$ cat src/rtl/tp1_btn_debounce.sv
// Push-button conditioner: per-channel synchroniser, stable-time debounce FSM,
// and registered clean level plus a single-cycle press strobe.
module tp1_btn_debounce #(
    parameter int NB_BTN          = 3,
    parameter int DEBOUNCE_CYCLES = 1000000,
    parameter int NB_SYNC         = 2
) (
    input  logic              i_clock,
    input  logic              i_reset_n,
    input  logic [NB_BTN-1:0] i_buttons,
    output logic [NB_BTN-1:0] o_btn_level,
    output logic [NB_BTN-1:0] o_btn_pulse
);

    localparam int CNT_W = $clog2(DEBOUNCE_CYCLES);
    localparam logic [CNT_W-1:0] CNT_MAX = CNT_W'(DEBOUNCE_CYCLES - 1);

    typedef enum logic [1:0] {
        IDLE      = 2'd0,
        CHK_PRESS = 2'd1,
        PRESSED   = 2'd2,
        CHK_REL   = 2'd3
    } state_t;

    logic [NB_BTN-1:0] sync_q [NB_SYNC];
    logic [NB_BTN-1:0] sync_d [NB_SYNC];
    logic [NB_BTN-1:0] btn_s;

    always_comb begin
        sync_d[0] = i_buttons;
        for (int i = 1; i < NB_SYNC; i++) begin
            sync_d[i] = sync_q[i-1];
        end
    end

    always_ff @(posedge i_clock or negedge i_reset_n) begin
        if (!i_reset_n) begin
            for (int i = 0; i < NB_SYNC; i++) begin
                sync_q[i] <= '0;
            end
        end else begin
            for (int i = 0; i < NB_SYNC; i++) begin
                sync_q[i] <= sync_d[i];
            end
        end
    end

    assign btn_s = sync_q[NB_SYNC-1];

    for (genvar k = 0; k < NB_BTN; k++) begin : g_chan
        state_t           state_q, state_d;
        logic [CNT_W-1:0] cnt_q, cnt_d;
        logic             level_q, level_d;
        logic             pulse_q, pulse_d;

        always_comb begin
            state_d = state_q;
            cnt_d   = cnt_q;
            case (state_q)
                IDLE: begin
                    if (btn_s[k]) begin
                        state_d = CHK_PRESS;
                        cnt_d   = '0;
                    end
                end
                CHK_PRESS: begin
                    if (!btn_s[k]) begin
                        state_d = IDLE;
                        cnt_d   = '0;
                    end else if (cnt_q == CNT_MAX) begin
                        state_d = PRESSED;
                        cnt_d   = '0;
                    end else begin
                        cnt_d = cnt_q + CNT_W'(1);
                    end
                end
                PRESSED: begin
                    if (!btn_s[k]) begin
                        state_d = CHK_REL;
                        cnt_d   = '0;
                    end
                end
                CHK_REL: begin
                    if (btn_s[k]) begin
                        state_d = PRESSED;
                        cnt_d   = '0;
                    end else if (cnt_q == CNT_MAX) begin
                        state_d = IDLE;
                        cnt_d   = '0;
                    end else begin
                        cnt_d = cnt_q + CNT_W'(1);
                    end
                end
                default: begin
                    state_d = IDLE;
                    cnt_d   = '0;
                end
            endcase
            // Outputs decode the next state so they change on the same edge as the FSM.
            level_d = (state_d == PRESSED) || (state_d == CHK_REL);
            pulse_d = (state_d == PRESSED) && (state_q == CHK_PRESS);
        end

        always_ff @(posedge i_clock or negedge i_reset_n) begin
            if (!i_reset_n) begin
                state_q <= IDLE;
                cnt_q   <= '0;
                level_q <= 1'b0;
                pulse_q <= 1'b0;
            end else begin
                state_q <= state_d;
                cnt_q   <= cnt_d;
                level_q <= level_d;
                pulse_q <= pulse_d;
            end
        end

        assign o_btn_level[k] = level_q;
        assign o_btn_pulse[k] = pulse_q;
    end

endmodule

$ cat config.mk
export PLATFORM = sky130hd
export DESIGN_NAME = tp1_btn_debounce
export DESIGN_NICKNAME = d
export VERILOG_FILES = /design/src/rtl/tp1_btn_debounce.sv
export SDC_FILE = /design/constraint.sdc
export NUM_CORES = 1
export LEC_CHECK = 0
export BUFFER_PORTS_ARGS = -buffer_cell sky130_fd_sc_hd__buf_2
export CAP_MARGIN = 20
export CORE_ASPECT_RATIO = 0.6
export CORE_MARGIN = 2
export CORE_UTILIZATION = 56
export DETAILED_ROUTE_END_ITERATION = 8
export PLACE_DENSITY = 0.76
export SETUP_SLACK_MARGIN = 0.5
export SYNTH_ARGS = -nofsm -noshare
export SYNTH_HDL_FRONTEND = slang
export SYNTH_SLANG_ARGS = --single-unit
$ cat constraint.sdc
create_clock -name i_clock -period 2.35 [get_ports i_clock]
set_clock_uncertainty 0.05 [all_clocks]
set_input_delay 0.235 -clock i_clock [delete_from_list [all_inputs] [get_ports i_clock]]
set_output_delay 0.235 -clock i_clock [all_outputs]
set_load 0.005 [all_outputs]
==> results of run 1 <==
[what timing repair did]
item	in CTS	in global routing
setup buffers	21	15
gates cloned	3	1
setup endpoints to repair	61	64
pin swaps	18	13
endpoints found under the hold margin	81	0
hold buffers	4	0
resized for setup	36	44
[metrics by stage]
step / cells / worst slack (ns)
2_1_floorplan: 425 / 0.324
3_3_place_gp: 520 / 0.0183
3_5_place_dp: 521 / 0.183
4_1_cts: 564 / 0.343
5_1_grt: 580 / 0.262
6_report: 580 / 0.333
[worst min path at each step]
| stage | startpoint | to | slack, ns | cells after the start |
|---|---|---|---|---|
| 6_report | sync_d[2]$_DFF_PN0_ | btn_s[2]$_DFF_PN0_ | 0.30 | 0 |
| 5_1_grt | sync_d[2]$_DFF_PN0_ | btn_s[2]$_DFF_PN0_ | 0.32 | 0 |
| 4_1_cts | sync_d[2]$_DFF_PN0_ | btn_s[2]$_DFF_PN0_ | 0.30 | 0 |
| 3_5_place_dp | i_reset_n | g_chan[1].cnt_q[17]$_DFFE_PN0P_ | 0.24 | 2 |
| 3_3_place_gp | i_reset_n | g_chan[1].cnt_q[17]$_DFFE_PN0P_ | 0.24 | 2 |
| 2_1_floorplan | i_reset_n | btn_s[0]$_DFF_PN0_ | -0.11 | 0 |
[power by group]
part | switching (µW) | internal [µW]
Combinational | 147 | 115
Clock | 561 | 1030
Sequential | 35.6 | 1370
[synthesized netlist by cell type, drive strengths merged, types with 2 or more instances]
master	n
nand4	17
nor4	11
o21ai	18
dfrtp	78
a32oi	2
buf	12
inv	8
ha	3
xor2	9
nand3b	2
o31ai	2
o22ai	2
and3	9
nor3	7
a21oi	33
nand3	31
or2	3
xnor2	3
and2	6
a22o	11
o211ai	2
clkbuf	12
nor3b	3
or4	4
mux2i	3
a221o	3
nor2	27
a41oi	2
or2b	4
a31oi	29
mux2	8
nand2	46
a21o	4
nand2b	5
[flip-flops by register name, summed over array words and instances (netlist names)]
| name | cells |
|---|---|
| g_chan.cnt_q | 60 |
| g_chan.state_q | 6 |
| btn_s | 3 |
| g_chan.level_q | 3 |
| g_chan.pulse_q | 3 |
| sync_d | 3 |
[per-layer routing]
layer | GRT usage (%) | share of wire, % | up-vias
met3 | 7.52 | 8.1 | 30
met2 | 39.1 | 47 | 213
li1 | - | - | 1705
met5 | 0 | 0 | -
met4 | 7.72 | 2.0 | 0
met1 | 39.0 | 43 | 1870
[cell families (layout without fill, tap and decap cells)]
kind of cell    count (synthesis)  after routing  synth area share (%)
compound gates                111            112                  17.6
xor+xnor                       12             12                  2.63
fa+ha+maj                       3              3                 0.940
buf+inv                        32             99                  3.98
flops                          78             78                  48.9
mux                            11             11                  3.01
simple gates                  178            178                  22.9
[cells in the final DEF (no fill, tap or decap), types with 11 or more instances in the layout]
cell,count
nand4_1,17
dfrtp_1,68
o21ai_0,13
a22o_1,11
nand2_1,41
a31oi_1,27
nand3_1,26
a21oi_2,14
a21oi_1,16
nor2_1,24
buf_4,51
[area by class of cell]
type | instances | area (µm²)
tap | 87 | 109
multi-input combinational | 316 | 2230
timing repair buffer | 76 | 674
clock inverter | 6 | 111
inverter | 8 | 30.0
fill | 417 | 1450
sequential | 78 | 1960
clock buffer | 9 | 225
[worst max-delay path, cell delays in order, from the launching register on]
cell and delay (ns):
dfrtp_1 0.38, nand3b_1 0.17, or4_4 0.57, o211a_4 0.28, and3_1 0.17, a221o_1 0.27
==> out/qor.csv, run 1 <==
stage,metric,value,unit
outcome,outcome,"finished, violations left",
outcome,violations,design-rule violations,
timing,hold_violations,0,
logic_synthesis,syn_inst,425,
floorplan,rows,23,
logic_synthesis,ys_warn_count,0,
worst_setup_path,critPathRequiredTime,2.52,ns
timing,timing.fmax,496,MHz
power_and_ir_drop,vdd_drop_max,0.503,mV
worst_setup_path,worst-r2r-setup-slack,0.33,ns
cells_and_area,final_area,5340,µm²
logic_synthesis,ys_seq_elements,78,
timing,max-slew-margin-rel,60.1,%
logic_synthesis,syn_avg_cell_area,9.39,µm²
route,drtAntennaViolNets,0,
job,maxCapViolations,0,
floorplan,die_h,69.4,µm
global_route,grt_max_degree,79,
clock_network,cts.path.max_buffers,2,
cells_and_area,antennaDiodeCount,0,
logic_synthesis,synthesis.nets,433,
global_route,antenna_found_initial,0,
worst_setup_path,criticalPathCategory,reg2reg,
worst_setup_path,crit_end,g_chan[2].cnt_q[10]$_DFFE_PN0P_,
placement,gp_congestion,0.895,
route,post-route-drc-count,1,
route,dr.pass1.iters,7,
cells_and_area,post-route-util,78.7,%
floorplan,initial_core_util,58.8,%
clock_network,h-tree-depth,3,
route,via_per_inst,6.58,
min_path,hold_path_class,reg2reg,
logic_synthesis,synthDistinctLibCells,45,
clock_network,insertion_delay,0.34,ns
logic_synthesis,synth_edf_count,0,
timing,hold_ws,0.297,ns
logic_synthesis,synth_top_flop_cell,dfrtp_1,
placement,hpwlAfterDp,5730,µm
clock_network,numClockSinks,78,
logic_synthesis,ys_async_sr_fraction,100,%
route,wire_per_inst,19.3,µm
route,vias,3818,
timing,fin_crit,2.02,ns
logic_synthesis,yosys-top-cells-area,"dfrtp_1, a31oi_1, nand2_1",
route,drt_iter0_drc,517,
logic_synthesis,ys_seq_area_share,48.9,%
timing,period_share,85.8,%
worst_setup_path,reg2reg_depth,5,
clock_network,cts_root_buffer,clkbuf_16,
worst_setup_path,startpoint_type,flop,
floorplan,die_area,7840,µm²
global_route,grt_pass1_wl,16900,µm
global_route,grt_overflow_total,0,
worst_setup_path,critPathLaunch,g_chan[2].cnt_q[6]$_DFFE_PN0P_,
global_route,gr-usage-all-layers,26.7,%
timing,setup_viol,0,
floorplan,core_area,6790,µm²
timing,tightest_slew,0.598,ns
cells_and_area,area_delta_synth_final,33.8,%
clock_network,numCtsBuffers,9,
power_and_ir_drop,total_leakage_power,0.00232,µW
floorplan,io-pin-count,11,
placement,portBuffers,10,
placement,placed_area,4280,µm²
timing,drv_slew,0,
timing,tns,0,ns
logic_synthesis,synth.largest_area_cell,dfrtp_1,
route,wirelength,11200,µm
cells_and_area,final_layout_size_suffix_gt1_share,33.7,%
global_route,grt_pass1_vias,3470,
floorplan,die_w,113,µm
logic_synthesis,synth.top_cell.area_share,48.9,%
worst_setup_path,r2r_start,g_chan[2].cnt_q[6]$_DFFE_PN0P_,
worst_setup_path,timing.rr.end,g_chan[2].cnt_q[10]$_DFFE_PN0P_,
cells_and_area,nNetsFinal,497,
clock_network,path_clk_slew,0.06,ns
timing,rsz0062_at_grt,yes,
clock_network,cts_tree,yes,
power_and_ir_drop,p_total,3260,µW
logic_synthesis,synth_area,3990,µm²
worst_setup_path,arrival,2.19,ns
worst_setup_path,critPathCaptureType,flop,
power_and_ir_drop,power_density,610,nW/µm²
worst_setup_path,worstPathMaxFanout,7,
Power figures use the tool's default switching activity.
==> run 2: changes to the inputs <==
--- a/config.mk
+++ b/config.mk
@@ -9,9 +9,8 @@
 export CAP_MARGIN = 20
 export CORE_ASPECT_RATIO = 0.6
 export CORE_MARGIN = 2
-export CORE_UTILIZATION = 56
+export CORE_UTILIZATION = 45
 export DETAILED_ROUTE_END_ITERATION = 8
-export PLACE_DENSITY = 0.76
 export SETUP_SLACK_MARGIN = 0.5
 export SYNTH_ARGS = -nofsm -noshare
 export SYNTH_HDL_FRONTEND = slang
==> out/qor.csv, run 2 (synthesized netlist as in run 1, its figures left out) <==
stage,metric,value,unit,change
outcome,outcome,"finished, final reports clean",,
timing,timing.fmax,504,MHz,+1.7%
power_and_ir_drop,vdd_drop_max,0.352,mV,-30%
global_route,antenna_found_initial,0,,unchanged
worst_setup_path,critPathCaptureType,flop,,
clock_network,cts_root_buffer,clkbuf_16,,
worst_setup_path,slowest_delay,0.56,ns,about the same
global_route,gr-usage-all-layers,20.4,%,-6.3 points
cells_and_area,nNetsFinal,495,,-0.40%
clock_network,cts_tree,yes,,
cells_and_area,mostFrequentLayoutCells,"dfrtp_1, buf_4, nand2_1",,
timing,tns,0,ns,unchanged
route,drt_iter0_drc,283,,-45%
worst_setup_path,r2r_start,g_chan[2].cnt_q[6]$_DFFE_PN0P_,,
floorplan,io-pin-count,11,,unchanged
floorplan,core_area,8560,µm²,+26%
worst_setup_path,worst-r2r-setup-slack,0.37,ns,+0.03 ns
cells_and_area,multiInputGateArea,2260,µm²,+1.2%
power_and_ir_drop,power_density,592,nW/µm²,-2.9%
power_and_ir_drop,clkPwrFrac,47.9,%,-0.9 points
timing,setup_viol,0,,unchanged
global_route,grt_pass1_wl,15900,µm,-5.6%
timing,hold_violations,0,,unchanged
worst_setup_path,worst_path_dominant_cell_family,simple AND/OR/NAND/NOR gates,,
min_path,hold_path_class,reg2reg,,
route,drtAntennaViolNets,0,,unchanged
min_path,holdPathEnd,btn_s[0]$_DFF_PN0_,,
route,post-route-drc-count,0,,-1
floorplan,initial_core_util,46.7,%,-12 points
power_and_ir_drop,switching_share,23.5,%,+0.71 points
placement,portBuffers,10,,unchanged
timing,hold_ws,0.303,ns,+0.00608 ns
cells_and_area,regMostFlops,g_chan.cnt_q,,
cells_and_area,nFillCells,677,,+62%
route,dr.pass1.iters,5,,-2
global_route,grt_max_degree,79,,unchanged
cells_and_area,final_layout_size_suffix_gt1_share,32.9,%,-0.74 points
clock_network,h-tree-depth,3,,unchanged
cells_and_area,final_common_cell,dfrtp_1,,
min_path,holdPathStages,0,,unchanged
worst_setup_path,cp_slowest_cell,or4_4,,
worst_setup_path,crit_path_cell_trace,"nand3b_1, or4_4, o211a_4, and3_4, a221o_1",,
clock_network,path_clk_slew,0.06,ns,about the same
cells_and_area,largest_register_ffs,60,,unchanged
job,maxCapViolations,0,,unchanged
clock_network,insertion_delay,0.34,ns,about the same
global_route,grt_overflow_total,0,,unchanged
power_and_ir_drop,total_leakage_power,0.00232,µW,+0.23%
min_path,hold_path.startpoint,sync_d[0]$_DFF_PN0_,,
timing,drv_slew,0,,unchanged
clock_network,numClockSinks,78,,unchanged
timing,tightest_slew,0.794,ns,+0.196 ns
power_and_ir_drop,power.switching,741,µW,-0.40%
placement,gp_congestion,0.828,,-7.6%
floorplan,die_h,77.0,µm,+11%
timing,period_share,84.4,%,-1.4 points
clock_network,cts.path.max_buffers,2,,unchanged
worst_setup_path,timing.rr.end,g_chan[2].cnt_q[10]$_DFFE_PN0P_,,
worst_setup_path,worstPathMaxFanout,8,,+1
worst_setup_path,critPathRequiredTime,2.52,ns,about the same
route,wire_per_inst,16.2,µm,-16%
timing,fin_crit,1.98,ns,-0.0331 ns
power_and_ir_drop,pwr-share-comb,7.4,%,-0.6 points
floorplan,die_w,126,µm,+11%
route,wirelength,9810,µm,-13%
route,vias,3492,,-8.5%
worst_setup_path,arrival,2.15,ns,-0.04 ns
power_and_ir_drop,p_int,2410,µW,-4.3%
clock_network,numCtsBuffers,9,,unchanged
placement,hpwlAfterDp,5760,µm,+0.39%
power_and_ir_drop,p_seq_share,44.8,%,+1.6 points
worst_setup_path,criticalPathCategory,reg2reg,,
worst_setup_path,startpoint_type,flop,,
worst_setup_path,reg2reg_depth,5,,unchanged
cells_and_area,largestRegisters,"g_chan.cnt_q x60, g_chan.state_q x6",,
floorplan,rows,26,,+13%
cells_and_area,register_area,1960,µm²,-0.25%
floorplan,die_area,9670,µm²,+23%
global_route,grt_pass1_vias,3221,,-7.2%
timing,max-slew-margin-rel,46.9,%,-13 points
cells_and_area,antennaDiodeCount,0,,unchanged
route,via_per_inst,5.78,,-12%
timing,rsz0062_at_grt,yes,,
cells_and_area,area_delta_synth_final,33.2,%,
worst_setup_path,crit_buf_inv,0,,unchanged
run 2: area by class of cell:
cell class,count,area share (%)
Sequential cell,78,36.8
Clock buffer,9,4.23
Timing Repair Buffer,74,11.5
Inverter,8,0.565
Multi-Input combinational cell,316,42.4
Clock inverter,7,1.81
Tap cell,112,2.63
run 2: how the worst max path moves through the flow:
stage                     slack (ns)                           start                              end  depth (start not counted)
after CTS                       0.35  g_chan[2].cnt_q[6]$_DFFE_PN0P_  g_chan[2].cnt_q[10]$_DFFE_PN0P_                          5
after floorplan                 0.32  g_chan[2].cnt_q[1]$_DFFE_PN0P_   g_chan[2].cnt_q[9]$_DFFE_PN0P_                          7
after global placement          0.16  g_chan[0].state_q[1]$_DFF_PN0_   g_chan[0].cnt_q[3]$_DFFE_PN0P_                          6
after detailed placement        0.06  g_chan[0].state_q[1]$_DFF_PN0_   g_chan[0].cnt_q[2]$_DFFE_PN0P_                          5
after global routing            0.26  g_chan[1].cnt_q[0]$_DFFE_PN0P_  g_chan[1].cnt_q[15]$_DFFE_PN0P_                          8
final                           0.37  g_chan[2].cnt_q[6]$_DFFE_PN0P_  g_chan[2].cnt_q[10]$_DFFE_PN0P_                          5
run 2: power by group through the flow:
stage               combinational, µW  sequential, µW  clock (µW)
global placement                  158            1430           0
global route                      256            1420        1590
detailed placement                163            1430           0
floorplan                         100            1430           0
CTS                               198            1410        1530
finish                            232            1410        1510
run 2: metrics by stage:
stage               utilization, %  area [µm²]  cells  setup slack, ns  total power, µW
floorplan                        -        4060    425            0.324             1530
global placement              50.0        4280    544            0.160             1590
detailed placement            50.0        4280    544           0.0557             1590
CTS                           57.3        4900    588            0.347             3130
global route                  62.2        5320    604            0.259             3260
finish                        62.2        5320    604            0.366             3150
run 2: timing repair:
action / in CTS / in global routing
setup buffers: 22 / 14
hold buffers: 4 / 0
hold endpoints to repair: 81 / 0
setup endpoints to repair: 66 / 67
gates cloned: 2 / 2
gates resized for setup: 20 / 62
pin swaps: 11 / 19
run 2: worst reg2reg max path: cells and delay by family, from the launching register on:
kind | cells | cell delay [ns]
and+or+nand+nor | 3 | 0.89
AOI/OAI and AO/OA | 2 | 0.56
DFF | 1 | 0.38
run 2: metal layers:
metal,track usage (%),wire length [µm],vias up,part of all wire (%)
met2,28.7,4250,74,43
met1,31.0,5010,1698,51
met4,5.11,74,0,0.75
met5,0,0,-,0
met3,5.65,474,9,4.8
li1,-,-,1711,-
==> run 3: changes to the inputs <==
--- a/config.mk
+++ b/config.mk
@@ -5,6 +5,7 @@
 export SDC_FILE = /design/constraint.sdc
 export NUM_CORES = 1
 export LEC_CHECK = 0
+export ABC_AREA = 1
 export BUFFER_PORTS_ARGS = -buffer_cell sky130_fd_sc_hd__buf_2
 export CAP_MARGIN = 20
 export CORE_ASPECT_RATIO = 0.6
==> constraint.sdc (replaced) <==
create_clock -name i_clock -period 1.6 [get_ports i_clock]
set_clock_uncertainty 0.05 [all_clocks]
set_input_delay 0.16 -clock i_clock [delete_from_list [all_inputs] [get_ports i_clock]]
set_output_delay 0.16 -clock i_clock [all_outputs]
set_load 0.005 [all_outputs]
==> out/qor.csv, run 3 <==
stage,metric,value,unit,change
global_route,grt_pass1_vias,3743,,+16%
cells_and_area,mostFrequentLayoutCells,"nand2_1, dfrtp_1, buf_4",,
logic_synthesis,ys_async_sr_fraction,100,%,unchanged
worst_setup_path,critPathCaptureType,flop,,
global_route,antenna_found_initial,0,,unchanged
worst_setup_path,worstPathMaxFanout,6,,-2
cells_and_area,area_delta_synth_final,46.6,%,
floorplan,initial_core_util,46.9,%,+0.27 points
placement,portBuffers,10,,unchanged
global_route,grt_pass1_wl,18400,µm,+16%
route,drtAntennaViolNets,0,,unchanged
route,vias,4059,,+16%
global_route,gr-usage-all-layers,22.7,%,+2.3 points
logic_synthesis,synthDistinctLibCells,34,,-24%
route,dr.pass1.iters,6,,+1
worst_setup_path,crit_buf_inv,1,,+1
global_route,grt_max_degree,35,,-56%
logic_synthesis,syn_avg_cell_area,8.02,µm²,-15%
route,via_per_inst,5.26,,-9.1%
outcome,outcome,"finished, violations left",,
route,post-route-drc-count,0,,unchanged
clock_network,path_clk_slew,0.06,ns,about the same
worst_setup_path,critPathLaunch,g_chan[1].cnt_q[10]$_DFFE_PN0P_,,
timing,tightest_slew,0.428,ns,-0.366 ns
cells_and_area,nNetsFinal,645,,+30%
logic_synthesis,synth_area,4360,µm²,+9.2%
cells_and_area,nFillCells,705,,+4.1%
logic_synthesis,syn_inst,544,,+28%
timing,drv_slew,0,,unchanged
timing,hold_ws,0.247,ns,-0.0562 ns
floorplan,io-pin-count,11,,unchanged
worst_setup_path,crit_end,g_chan[1].level_q$_DFF_PN0_,,
worst_setup_path,reg2reg_depth,6,,+1
logic_synthesis,ys_seq_area_share,44.8,%,-4.1 points
timing,fin_crit,1.60,ns,-0.383 ns
worst_setup_path,arrival,1.82,ns,-0.33 ns
logic_synthesis,yosys-top-cells-area,"dfrtp_1, nand2_1, nand3_1",,
placement,hpwlAfterDp,6960,µm,+21%
power_and_ir_drop,vdd_drop_max,0.620,mV,+76%
clock_network,numCtsBuffers,9,,unchanged
timing,timing.fmax,625,MHz,+24%
floorplan,die_h,80.3,µm,+4.3%
clock_network,numClockSinks,78,,unchanged
timing,rsz0062_at_grt,yes,,
clock_network,insertion_delay,0.34,ns,about the same
floorplan,die_w,131,µm,+4.4%
outcome,violations,negative setup slack,,
placement,place_inst,693,,+27%
power_and_ir_drop,total_leakage_power,0.00272,µW,+17%
cells_and_area,multiInputGateArea,2870,µm²,+27%
job,maxCapViolations,0,,unchanged
logic_synthesis,ys_warn_count,0,,unchanged
floorplan,die_area,10500,µm²,+8.8%
cells_and_area,regMostFlops,g_chan.cnt_q,,
worst_setup_path,criticalPathCategory,reg2reg,,
cells_and_area,final_layout_size_suffix_gt1_share,46.7,%,+14 points
worst_setup_path,timing.rr.end,g_chan[1].level_q$_DFF_PN0_,,
logic_synthesis,synth.largest_area_cell,dfrtp_1,,
logic_synthesis,synthesis.nets,552,,+27%
cells_and_area,largest_register_ffs,60,,unchanged
cells_and_area,final_common_cell,nand2_1,,
clock_network,cts.path.max_buffers,2,,unchanged
worst_setup_path,slowest_delay,0.47,ns,-0.09 ns
min_path,hold_path_class,in2async,,
route,drt_iter0_drc,258,,-8.8%
logic_synthesis,yosysMostFrequentCell,nand2_1,,
timing,hold_violations,0,,unchanged
clock_network,h-tree-depth,3,,unchanged
worst_setup_path,worst-r2r-setup-slack,-0.001,ns,-0.37 ns
worst_setup_path,critPathRequiredTime,1.82,ns,-0.70 ns
clock_network,cts_tree,yes,,
worst_setup_path,worst_path_dominant_cell_family,simple AND/OR/NAND/NOR gates,,
power_and_ir_drop,power_density,726,nW/µm²,+23%
global_route,grt_overflow_total,0,,unchanged
logic_synthesis,ys_seq_elements,78,,unchanged
timing,timing.final.ws_setup,-0.00103,ns,-0.367 ns
logic_synthesis,synth_edf_count,0,,unchanged
clock_network,cts_root_buffer,clkbuf_16,,
logic_synthesis,ys_top_cells_by_count,"nand2_1, dfrtp_1, inv_1, nor2_1, nand3_1",,
route,wire_per_inst,15.6,µm,-4.1%
timing,period_share,100,%,+16 points
placement,gp_congestion,0.813,,-1.7%
cells_and_area,register_area,1970,µm²,+0.38%
worst_setup_path,cp.depth,6,,+1
floorplan,rows,27,,+3.8%
timing,max-slew-margin-rel,71.5,%,+25 points
cells_and_area,largestRegisters,"g_chan.cnt_q x60, g_chan.state_q x6",,
worst_setup_path,r2r_start,g_chan[1].cnt_q[10]$_DFFE_PN0P_,,
timing,setup_viol,1,,+1
worst_setup_path,startpoint_type,flop,,
worst_setup_path,cp_slowest_cell,dfrtp_1,,
logic_synthesis,synth_top_flop_cell,dfrtp_1,,
cells_and_area,antennaDiodeCount,0,,unchanged
worst_setup_path,crit_path_cell_trace,"nor2_1, nand2_1, nor2_4, nand4_1, buf_4, a21oi_2",,
cells_and_area,fin_cells,772,,+28%
logic_synthesis,synth.top_cell.area_share,44.8,%,-4.1 points
floorplan,core_area,9290,µm²,+8.6%
route,wirelength,12000,µm,+23%
-- run 3: timing repair --
| action | in CTS | in global routing |
|---|---|---|
| cloned | 2 | 0 |
| buffers inserted | 32 | 25 |
| pin swaps | 30 | 80 |
| hold endpoints to repair | 33 | 0 |
| endpoints found under the setup margin | 72 | 72 |
| hold buffers | 4 | 0 |
| resized for setup | 67 | 140 |
-- run 3: logic make-up after synthesis --
logic type               count (synthesis)  share of synthesized area [%]
flip-flops                              78                           44.8
AO/OA/AOI/OAI                           65                           8.26
adder cells (fa/ha/maj)                  3                          0.861
AND/OR/NAND/NOR                        286                           31.0
buffers and inverters                   77                           7.78
XOR/XNOR                                35                           7.37
-- run 3: final cells by class --
type	instances	share of cell area, %
multi-input cells	391	45.0
clock buffers	10	3.74
well taps	130	2.54
clock inverters	6	1.45
flip-flops and latches	78	30.8
repair buffers	93	12.3
inverters	64	4.27
-- run 3: where the power goes --
part	internal [µW]	leakage, µW	switching [µW]
combinational	137	0.00152	207
clock	1420	0.000156	854
sequential	2000	0.00104	27.3
total	3550	0.00272	1090
-- run 3: worst min-delay path by stage --
stage / depth (start not counted) / endpoint
after floorplan: 0 / btn_s[0]$_DFF_PN0_
after global placement: 1 / g_chan[0].cnt_q[19]$_DFFE_PN0P_
after detailed placement: 1 / g_chan[0].cnt_q[15]$_DFFE_PN0P_
after CTS: 2 / g_chan[0].cnt_q[15]$_DFFE_PN0P_
after global routing: 2 / g_chan[0].cnt_q[15]$_DFFE_PN0P_
final: 2 / g_chan[0].cnt_q[15]$_DFFE_PN0P_
-- run 3: per-stage QoR --
stage / cell area [µm²] / power, µW / setup WS, ns / utilization (%) / setup TNS [ns]
5_1_grt: 6390 / 4790 / -0.0619 / 68.8 / -0.265
6_report: 6390 / 4640 / -0.00103 / 68.8 / -0.00103
2_1_floorplan: 4470 / 2160 / 0.205 / - / 0
3_3_place_gp: 4760 / 2250 / -0.0277 / 51.2 / -0.107
3_5_place_dp: 4760 / 2260 / -0.0611 / 51.2 / -0.256
4_1_cts: 5660 / 4610 / 0.0963 / 60.9 / 0
-- run 3: layer usage --
metal  up-vias  GRT usage, %  part of all wire, %
li1       1939             -                    -
met4         0          5.96                  1.2
met2       105          33.4                   47
met3        18          5.80                  4.8
met5         -             0                    0
met1      1997          33.1                   47
